**src/rtl/seg7_reader.sv**
```systemverilog
// Seven-segment capture monitor: debounces the segment bus, decodes each newly
// stable pattern to a hex digit and queues it in a first-word-fall-through FIFO.
module seg7_reader #(
  parameter int STABLE_CYCLES = 4,
  parameter int FIFO_DEPTH    = 4
) (
  input  logic                          clk,
  input  logic                          rst_n,
  input  logic                          ena,
  input  logic                          clear,
  input  logic [6:0]                    segments,
  output logic                          out_valid,
  input  logic                          out_ready,
  output logic [3:0]                    out_digit,
  output logic                          out_blank,
  output logic                          out_err,
  output logic [$clog2(FIFO_DEPTH):0]   fifo_count,
  output logic                          overflow
);

  localparam int AW = $clog2(FIFO_DEPTH);
  localparam int CW = AW + 1;
  localparam logic [3:0] STABLE = 4'(STABLE_CYCLES);

  typedef struct packed {
    logic       err;
    logic       blank;
    logic [3:0] digit;
  } entry_t;

  function automatic entry_t decode(input logic [6:0] pat);
    entry_t e;
    e = '0;
    case (pat)
      7'h3F: e.digit = 4'h0;
      7'h06: e.digit = 4'h1;
      7'h5B: e.digit = 4'h2;
      7'h4F: e.digit = 4'h3;
      7'h66: e.digit = 4'h4;
      7'h6D: e.digit = 4'h5;
      7'h7D: e.digit = 4'h6;
      7'h07: e.digit = 4'h7;
      7'h7F: e.digit = 4'h8;
      7'h6F: e.digit = 4'h9;
      7'h77: e.digit = 4'hA;
      7'h7C: e.digit = 4'hB;
      7'h39: e.digit = 4'hC;
      7'h5E: e.digit = 4'hD;
      7'h79: e.digit = 4'hE;
      7'h71: e.digit = 4'hF;
      7'h00: e.blank = 1'b1;
      default: e.err = 1'b1;
    endcase
    return e;
  endfunction

  logic [6:0]    samp_q, samp_d;
  logic [3:0]    cnt_q, cnt_d;
  logic          acc_vld_q, acc_vld_d;
  logic [6:0]    acc_pat_q, acc_pat_d;
  logic [6:0]    last_acc_q, last_acc_d;
  logic [AW-1:0] wr_ptr_q, wr_ptr_d, rd_ptr_q, rd_ptr_d;
  logic [CW-1:0] count_q, count_d;
  logic          overflow_q, overflow_d;
  logic          push, pop, push_req, full, wr_en;
  entry_t        mem [FIFO_DEPTH];
  entry_t        head;

  assign full      = (count_q == CW'(FIFO_DEPTH));
  assign out_valid = (count_q != '0);
  assign pop       = out_valid && out_ready;
  assign push_req  = acc_vld_q && (acc_pat_q != last_acc_q);

  // NOTE: every variable gets a default first so no path leaves it unassigned (no latches).
  always_comb begin
    samp_d     = samp_q;
    cnt_d      = cnt_q;
    acc_vld_d  = 1'b0;
    acc_pat_d  = acc_pat_q;
    last_acc_d = last_acc_q;
    wr_ptr_d   = wr_ptr_q;
    rd_ptr_d   = rd_ptr_q;
    count_d    = count_q;
    overflow_d = overflow_q;
    push       = 1'b0;
    wr_en      = 1'b0;

    if (clear) begin
      cnt_d      = '0;
      last_acc_d = 7'h00;
      wr_ptr_d   = '0;
      rd_ptr_d   = '0;
      count_d    = '0;
      overflow_d = 1'b0;
    end else begin
      // Count saturates at STABLE so a held pattern fires exactly once.
      if (ena) begin
        samp_d = segments;
        if (cnt_q != '0 && segments == samp_q) begin
          if (cnt_q != STABLE) cnt_d = cnt_q + 4'd1;
        end else begin
          cnt_d = 4'd1;
        end
        if (cnt_d == STABLE && cnt_q != STABLE) begin
          acc_vld_d = 1'b1;
          acc_pat_d = segments;
        end
      end else begin
        cnt_d = '0;
      end

      if (acc_vld_q) last_acc_d = acc_pat_q;

      push  = push_req && (!full || pop);
      wr_en = push;
      if (push_req && full && !pop) overflow_d = 1'b1;

      if (push) wr_ptr_d = wr_ptr_q + AW'(1);
      if (pop)  rd_ptr_d = rd_ptr_q + AW'(1);
      if (push && !pop)      count_d = count_q + CW'(1);
      else if (pop && !push) count_d = count_q - CW'(1);
    end
  end

  // NOTE: sequential state uses non-blocking assignments so all flops update together.
  always_ff @(posedge clk or negedge rst_n) begin
    if (!rst_n) begin
      samp_q     <= 7'h00;
      cnt_q      <= '0;
      acc_vld_q  <= 1'b0;
      acc_pat_q  <= 7'h00;
      last_acc_q <= 7'h00;
      wr_ptr_q   <= '0;
      rd_ptr_q   <= '0;
      count_q    <= '0;
      overflow_q <= 1'b0;
    end else begin
      samp_q     <= samp_d;
      cnt_q      <= cnt_d;
      acc_vld_q  <= acc_vld_d;
      acc_pat_q  <= acc_pat_d;
      last_acc_q <= last_acc_d;
      wr_ptr_q   <= wr_ptr_d;
      rd_ptr_q   <= rd_ptr_d;
      count_q    <= count_d;
      overflow_q <= overflow_d;
    end
  end

  // NOTE: storage is left unreset; pointers and count alone define which entries are live.
  always_ff @(posedge clk) begin
    if (wr_en) mem[wr_ptr_q] <= decode(acc_pat_q);
  end

  assign head       = mem[rd_ptr_q];
  assign out_digit  = out_valid ? head.digit : 4'h0;
  assign out_blank  = out_valid ? head.blank : 1'b0;
  assign out_err    = out_valid ? head.err   : 1'b0;
  assign fifo_count = count_q;
  assign overflow   = overflow_q;

endmodule

```
**config.mk**
```make
export PLATFORM = sky130hd
export DESIGN_NAME = seg7_reader
export DESIGN_NICKNAME = d
export VERILOG_FILES = /design/src/rtl/seg7_reader.sv
export SDC_FILE = /design/constraint.sdc
export NUM_CORES = 1
export LEC_CHECK = 0
export CORE_MARGIN = 2
export CORE_UTILIZATION = 60
export DETAILED_ROUTE_END_ITERATION = 8
export DONT_BUFFER_PORTS = 1
export GPL_ROUTABILITY_DRIVEN = 0
export GPL_TIMING_DRIVEN = 0
export HOLD_SLACK_MARGIN = 0.06
export PLACE_DENSITY = 0.76
export SKIP_CTS_REPAIR_TIMING = 1
export SLEW_MARGIN = 20
export SYNTH_ARGS = -nofsm -noshare
export SYNTH_HDL_FRONTEND = slang
export SYNTH_SLANG_ARGS = --single-unit
```
**constraint.sdc**
```tcl
create_clock -name clk -period 4.2 [get_ports clk]
set_clock_uncertainty 0.2 [all_clocks]
set_input_delay 0.63 -clock clk [delete_from_list [all_inputs] [get_ports clk]]
set_output_delay 0.63 -clock clk [all_outputs]
set_load 0.01 [all_outputs]
```
==> results.yml, run 1 <==
route:
  vias: 2088
  drc: 0
  routed_wl_mm: 5.61
  wl_per_cell_um: 15.5
  first_iter_violations: 94
  drtAntennaViolNets: 0
  first_pass_iters: 4
  viasPerCell: 5.77
floorplanning:
  dieArea_sq_um: 5750
  die_h_um: 75.8
  fp-row-count: 26
  start_util_pct: 61.4
  die_width_um: 75.8
  coreArea_sq_um: 5040
  io_pins: 23
pwr:
  power.density_nw_per_um2: 336
  p_leak_nw: 1.26
  finalPower_w: 0.00114
  max-vdd-ir-drop_v: 0.000250
finish:
  register_area_sq_um: 1570
  num_antenna_cells: 0
  multi_input_area_sq_um: 1430
  fin_nets: 306
  fillers: 389
  fin_area_sq_um: 3400
  drive_above_1_share_pct: 14.4
  area_growth_pct: 9.78
critical_path:
  max_stage_delay_ps: 500
  path_cells: "or3_1, clkbuf_1, and2_0, clkbuf_1, nor3_1, fa_1, nor3_1, mux2i_1, a31oi_1"
  r2r_cells: 9
  crit_required_ps: 4260
  cp.arrival_ps: 3020
  cp.depth: 9
  cp_slowest_cell: "dfrtp_1"
  worst-path-max-fanout: 9
  reg2reg_to: "fifo_count[1]$_DFFE_PN0P_"
  critPathBufInv: 2
  r2r_slack_ps: 1240
  cp_top_family: "simple AND/OR/NAND/NOR gates"
  worstSetupStartpointType: "flip-flop"
  end_kind: "flip-flop"
  critPathKind: "reg2reg"
  rr_startpoint: "fifo_count[1]$_DFFE_PN0P_"
grt:
  grt_pass1_vias: 1984
  grt_pass1_wl_mm: 9.05
  grt_max_degree: 35
  antenna_found_initial: 0
  grt_usage_pct: 21.7
  overflow: 0
cts:
  cts_made_buffers: 9
  insertion_delay_ps: 340
  clock_path_buffers: 2
  htreeDepth: 3
  clock-root-buffer: "clkbuf_8"
  cts_tree: "built"
  cts_sinks: 58
  clk_pin_slew_ps: 70
run:
  maxCapViolations: 0
timing:
  holdWs_ps: 237
  rsz0062_at_grt: "no"
  worst_pin_slew_ps: 735
  finalHoldViolCount: 0
  setup-tns-final_ps: 0
  min_period_ps: 2960
  fmax_ghz: 0.338
  timing.final.crit_share_pct: 70.5
  maxSlewViolCount: 0
  max_slew_margin_pct: 50.3
  finalSetupViolCount: 0
synthesis:
  synth_area_sq_um: 3100
  synth.avg_cell_area_sq_um: 11.3
  synth.distinct_cells: 49
  syn_inst: 274
  synth-main-ff-cell: "dfrtp_1"
  synth_edf_count: 24
  yosysWarnings: 0
  syn_nets: 293
  synthArstFlopShare_pct: 58.6
  ys_ff_latch: 58
  ys_seq_area_share_pct: 50.8
worst_hold_path:
  whs_endpoint: "samp_q[3]$_DFFE_PN0P_"
  hp-start: "segments[3]"
  min_path_type: "in2reg"
  holdPathStages: 1
placed_design:
  postPlaceCellArea_sq_um: 3180
  dp_hpwl_mm: 3.82
  io_buffers: 0
outcome:
  status: "finished, final reports clean"
cell type report:
| type | count | area share, % |
|---|---|---|
| Buffer | 16 | 1.80 |
| Clock buffer | 10 | 3.76 |
| Clock inverter | 6 | 1.69 |
| Inverter | 9 | 0.994 |
| Multi-Input combinational cell | 191 | 42.0 |
| Sequential cell | 58 | 46.2 |
| Tap cell | 70 | 2.58 |
| Timing Repair Buffer | 2 | 0.884 |
cells in the final DEF, fill, tap and decap left out, types with 4 or more instances in the layout:
master,netlist,final
and2_1,7,7
edfxtp_1,24,24
dfrtp_1,34,34
clkbuf_8,0,9
nor2_1,27,27
ha_1,6,6
mux2i_1,8,8
a21oi_1,10,10
xnor2_1,11,11
xor2_1,8,8
nand2_1,15,15
nor3_1,15,15
clkbuf_1,15,16
mux4_2,6,6
inv_1,9,9
o21ai_0,10,10
nand3_1,6,6
mux2_2,15,15
and3b_1,4,4
cell usage after synthesis, drive strengths merged, types with 2 or more instances:
library cell	instances	area share (%)
nor4	3	1.1
mux4	6	4.4
dfrtp	34	27
nand4	4	1.0
ha	6	2.4
inv	9	1.1
clkbuf	15	1.8
nor2b	3	0.61
nor2	27	3.3
xor2	8	2.3
edfxtp	24	23
o211ai	2	0.48
a21oi	10	1.6
a31oi	3	0.61
nor3	16	3.0
and3b	4	1.1
and3	3	0.61
mux2	15	5.5
nand3	6	0.97
and2	8	1.6
a21boi	2	0.48
xnor2	11	3.1
mux2i	8	2.6
nand3b	2	0.48
nand2	15	1.8
o21ai	10	1.6
o2111ai	2	0.57
cells by family (layout without fill, tap and decap cells):
logic type | count (synthesis) | after routing | share of synthesized area, %
adder cells (fa/ha/maj) | 7 | 7 | 3.07
buffers and inverters | 25 | 43 | 3.07
flip-flops | 58 | 58 | 50.8
AO/OA/AOI/OAI | 36 | 36 | 7.40
XOR/XNOR | 19 | 19 | 5.38
multiplexers | 29 | 29 | 12.4
AND/OR/NAND/NOR | 100 | 100 | 17.9
power breakdown:
part            total, W  internal [W]  switching [W]  leakage, nW
Combinational  0.0000511     0.0000227      0.0000284        0.525
Sequential      0.000605      0.000598     0.00000741        0.646
Clock           0.000487      0.000269       0.000219       0.0874
Total            0.00114      0.000889       0.000255         1.26
metal layers:
metal	routed length (um)	GRT usage, %	share of wire, %	vias to the layer above
met4	76	8.19	1.4	0
met3	317	7.54	5.7	9
met5	0	0	0	-
met1	2510	28.0	45	1013
li1	-	-	-	1009
met2	2700	33.9	48	57
metrics by stage:
step / worst slack, ps / util, % / std cells
after detailed placement: 1270 / 63.1 / 344
after global routing: 999 / 67.4 / 362
after CTS: 1220 / 66.8 / 360
after global placement: 1370 / 63.1 / 344
after floorplan: 1600 / - / 274
final: 1240 / 67.4 / 362
worst max path at each step:
stage	slack [ps]	start	endpoint
detailed placement	1270	fifo_count[1]$_DFFE_PN0P_	fifo_count[1]$_DFFE_PN0P_
global route	1000	fifo_count[1]$_DFFE_PN0P_	fifo_count[1]$_DFFE_PN0P_
finish	1240	fifo_count[1]$_DFFE_PN0P_	fifo_count[1]$_DFFE_PN0P_
global placement	1370	fifo_count[1]$_DFFE_PN0P_	fifo_count[1]$_DFFE_PN0P_
CTS	1220	fifo_count[1]$_DFFE_PN0P_	fifo_count[1]$_DFFE_PN0P_
floorplan	1600	fifo_count[1]$_DFFE_PN0P_	fifo_count[1]$_DFFE_PN0P_
state kept, by name (all words and copies together) (netlist names):
signal / cells
mem: 24
acc_pat_q: 7
last_acc_q: 7
samp_q: 7
cnt_q: 4
fifo_count: 3
rd_ptr_q: 2
wr_ptr_q: 2
acc_vld_q: 1
overflow: 1
No activity file was read; power rests on OpenSTA's default activity.
==> inputs of run 2 (changes only) <==
- clock period: 4.2 -> 2.75 ns (I/O delays scaled with it)
==> results.yml, run 2 (synthesized netlist as in run 1, its figures left out) <==
critical_path:
  startpoint: "fifo_count[1]$_DFFE_PN0P_"
  rr_startpoint: "fifo_count[1]$_DFFE_PN0P_"
  cp.arrival_ps: 2650
  worst-path-max-fanout: 9
  critPathKind: "reg2reg"
  worstSetupStartpointType: "flip-flop"
  crit_required_ps: 2800
  end_kind: "flip-flop"
finish:
  fin_nets: 313
  final_common_cell: "dfrtp_1"
  area_growth_pct: 12.9
  num_antenna_cells: 0
  fin_area_sq_um: 3490
  top_register: "mem"
  largest_reg_flops: 24
  drive_above_1_share_pct: 16.7
  most-common-layout-cells: "dfrtp_1 (32), nor2_1 (27), edfxtp_1 (24)"
cts:
  cts_tree: "built"
  cts_sinks: 58
  htreeDepth: 3
  clock_path_buffers: 2
  insertion_delay_ps: 340
  clk_pin_slew_ps: 70
  cts_made_buffers: 9
  clock-root-buffer: "clkbuf_8"
route:
  vias: 2115
  first_pass_iters: 4
  viasPerCell: 5.73
  wl_per_cell_um: 15.3
  first_iter_violations: 108
  drtAntennaViolNets: 0
  routed_wl_mm: 5.65
  drc: 0
timing:
  finalHoldViolCount: 0
  worst_pin_slew_ps: 640
  fmax_ghz: 0.385
  setup-tns-final_ps: 0
  timing.final.crit_share_pct: 94.5
  max_slew_margin_pct: 57.4
  finalSetupViolCount: 0
  min_period_ps: 2600
  maxSlewViolCount: 0
floorplanning:
  die_width_um: 75.8
  die_h_um: 75.8
  coreArea_sq_um: 5040
  dieArea_sq_um: 5750
  fp-row-count: 26
  start_util_pct: 61.4
  io_pins: 23
pwr:
  internal_power_w: 0.00136
  p_leak_nw: 1.30
  power.density_nw_per_um2: 502
  combPwrFrac_pct: 5.0
  max-vdd-ir-drop_v: 0.000372
  p_seq_share_pct: 52.7
  clkPwrFrac_pct: 42.4
  p_sw_share_pct: 22.3
  p_sw_w: 0.000391
grt:
  grt_usage_pct: 21.7
  grt_max_degree: 35
  overflow: 0
  grt_pass1_vias: 1984
  antenna_found_initial: 0
  grt_pass1_wl_mm: 9.05
run:
  maxCapViolations: 0
worst_hold_path:
  min_path_type: "in2reg"
  hp-start: "out_ready"
placed_design:
  dp_hpwl_mm: 3.82
  postPlaceCellArea_sq_um: 3180
  io_buffers: 0
outcome:
  status: "finished, final reports clean"
[run 2: cell types whose count changed in the layout (fill, tap and decap cells not counted), sizes merged]
cell	delta
buf	+1
clkbuf	-1
dlygate4sd3	+7
[run 2: per-layer routing]
metal	track usage, %	vias up	share of wire [%]
li1	-	1026	-
met1	28.0	1015	44
met2	33.9	62	49
met3	7.54	12	5.3
met4	8.19	0	1.5
met5	0	-	0
[run 2: through the flow]
| stage | setup WS, ps | std cells | power (W) | utilization, % | hold slack, ps |
|---|---|---|---|---|---|
| after floorplan | 146 | 274 | 0.000994 | - | -83.1 |
| after global placement | -79.2 | 344 | 0.00100 | 63.1 | -82.6 |
| after detailed placement | -181 | 344 | 0.00101 | 63.1 | -82.5 |
| after CTS | -226 | 360 | 0.00175 | 66.8 | -453 |
| after global routing | -11.3 | 369 | 0.00181 | 69.3 | 191 |
| final | 150 | 369 | 0.00175 | 69.3 | 165 |
[run 2: layout make-up]
| class | instances | area [sq um] |
|---|---|---|
| Sequential cell | 58 | 1570 |
| Buffer | 15 | 58.8 |
| Clock buffer | 10 | 128 |
| Multi-Input combinational cell | 191 | 1450 |
| Inverter | 9 | 33.8 |
| Clock inverter | 6 | 57.6 |
| Fill cell | 381 | 1550 |
| Timing Repair Buffer | 10 | 105 |
| Tap cell | 70 | 87.6 |
[run 2: path summary, 6_finish.rpt]
kind,to,slack [ps],cells after the start
max in group asynchronous,fifo_count[0]$_DFFE_PN0P_,1790,2
worst max-delay path,fifo_count[1]$_DFFE_PN0P_,150,8
worst min register to register,samp_q[2]$_DFFE_PN0P_,330,1
min in group asynchronous,wr_ptr_q[0]$_DFFE_PN0P_,370,2
worst max register to register,fifo_count[1]$_DFFE_PN0P_,150,8
worst min-delay path,overflow$_DFFE_PN0P_,170,3
[run 2: power by group through the flow]
stage	logic, W	clock network (W)	registers (W)
6_report	0.0000869	0.000744	0.000924
5_1_grt	0.0000961	0.000793	0.000926
4_1_cts	0.0000649	0.000759	0.000924
3_5_place_dp	0.0000647	0	0.000942
3_3_place_gp	0.0000623	0	0.000940
2_1_floorplan	0.0000552	0	0.000939
[run 2: worst max-delay path, stage by stage, from the launching register on]
cell,delay [ps]
dfrtp_2,460
or3_1,370
buf_2,190
and2_1,250
nor3_2,140
fa_1,460
nor3_2,200
mux2i_1,90
a31oi_1,160
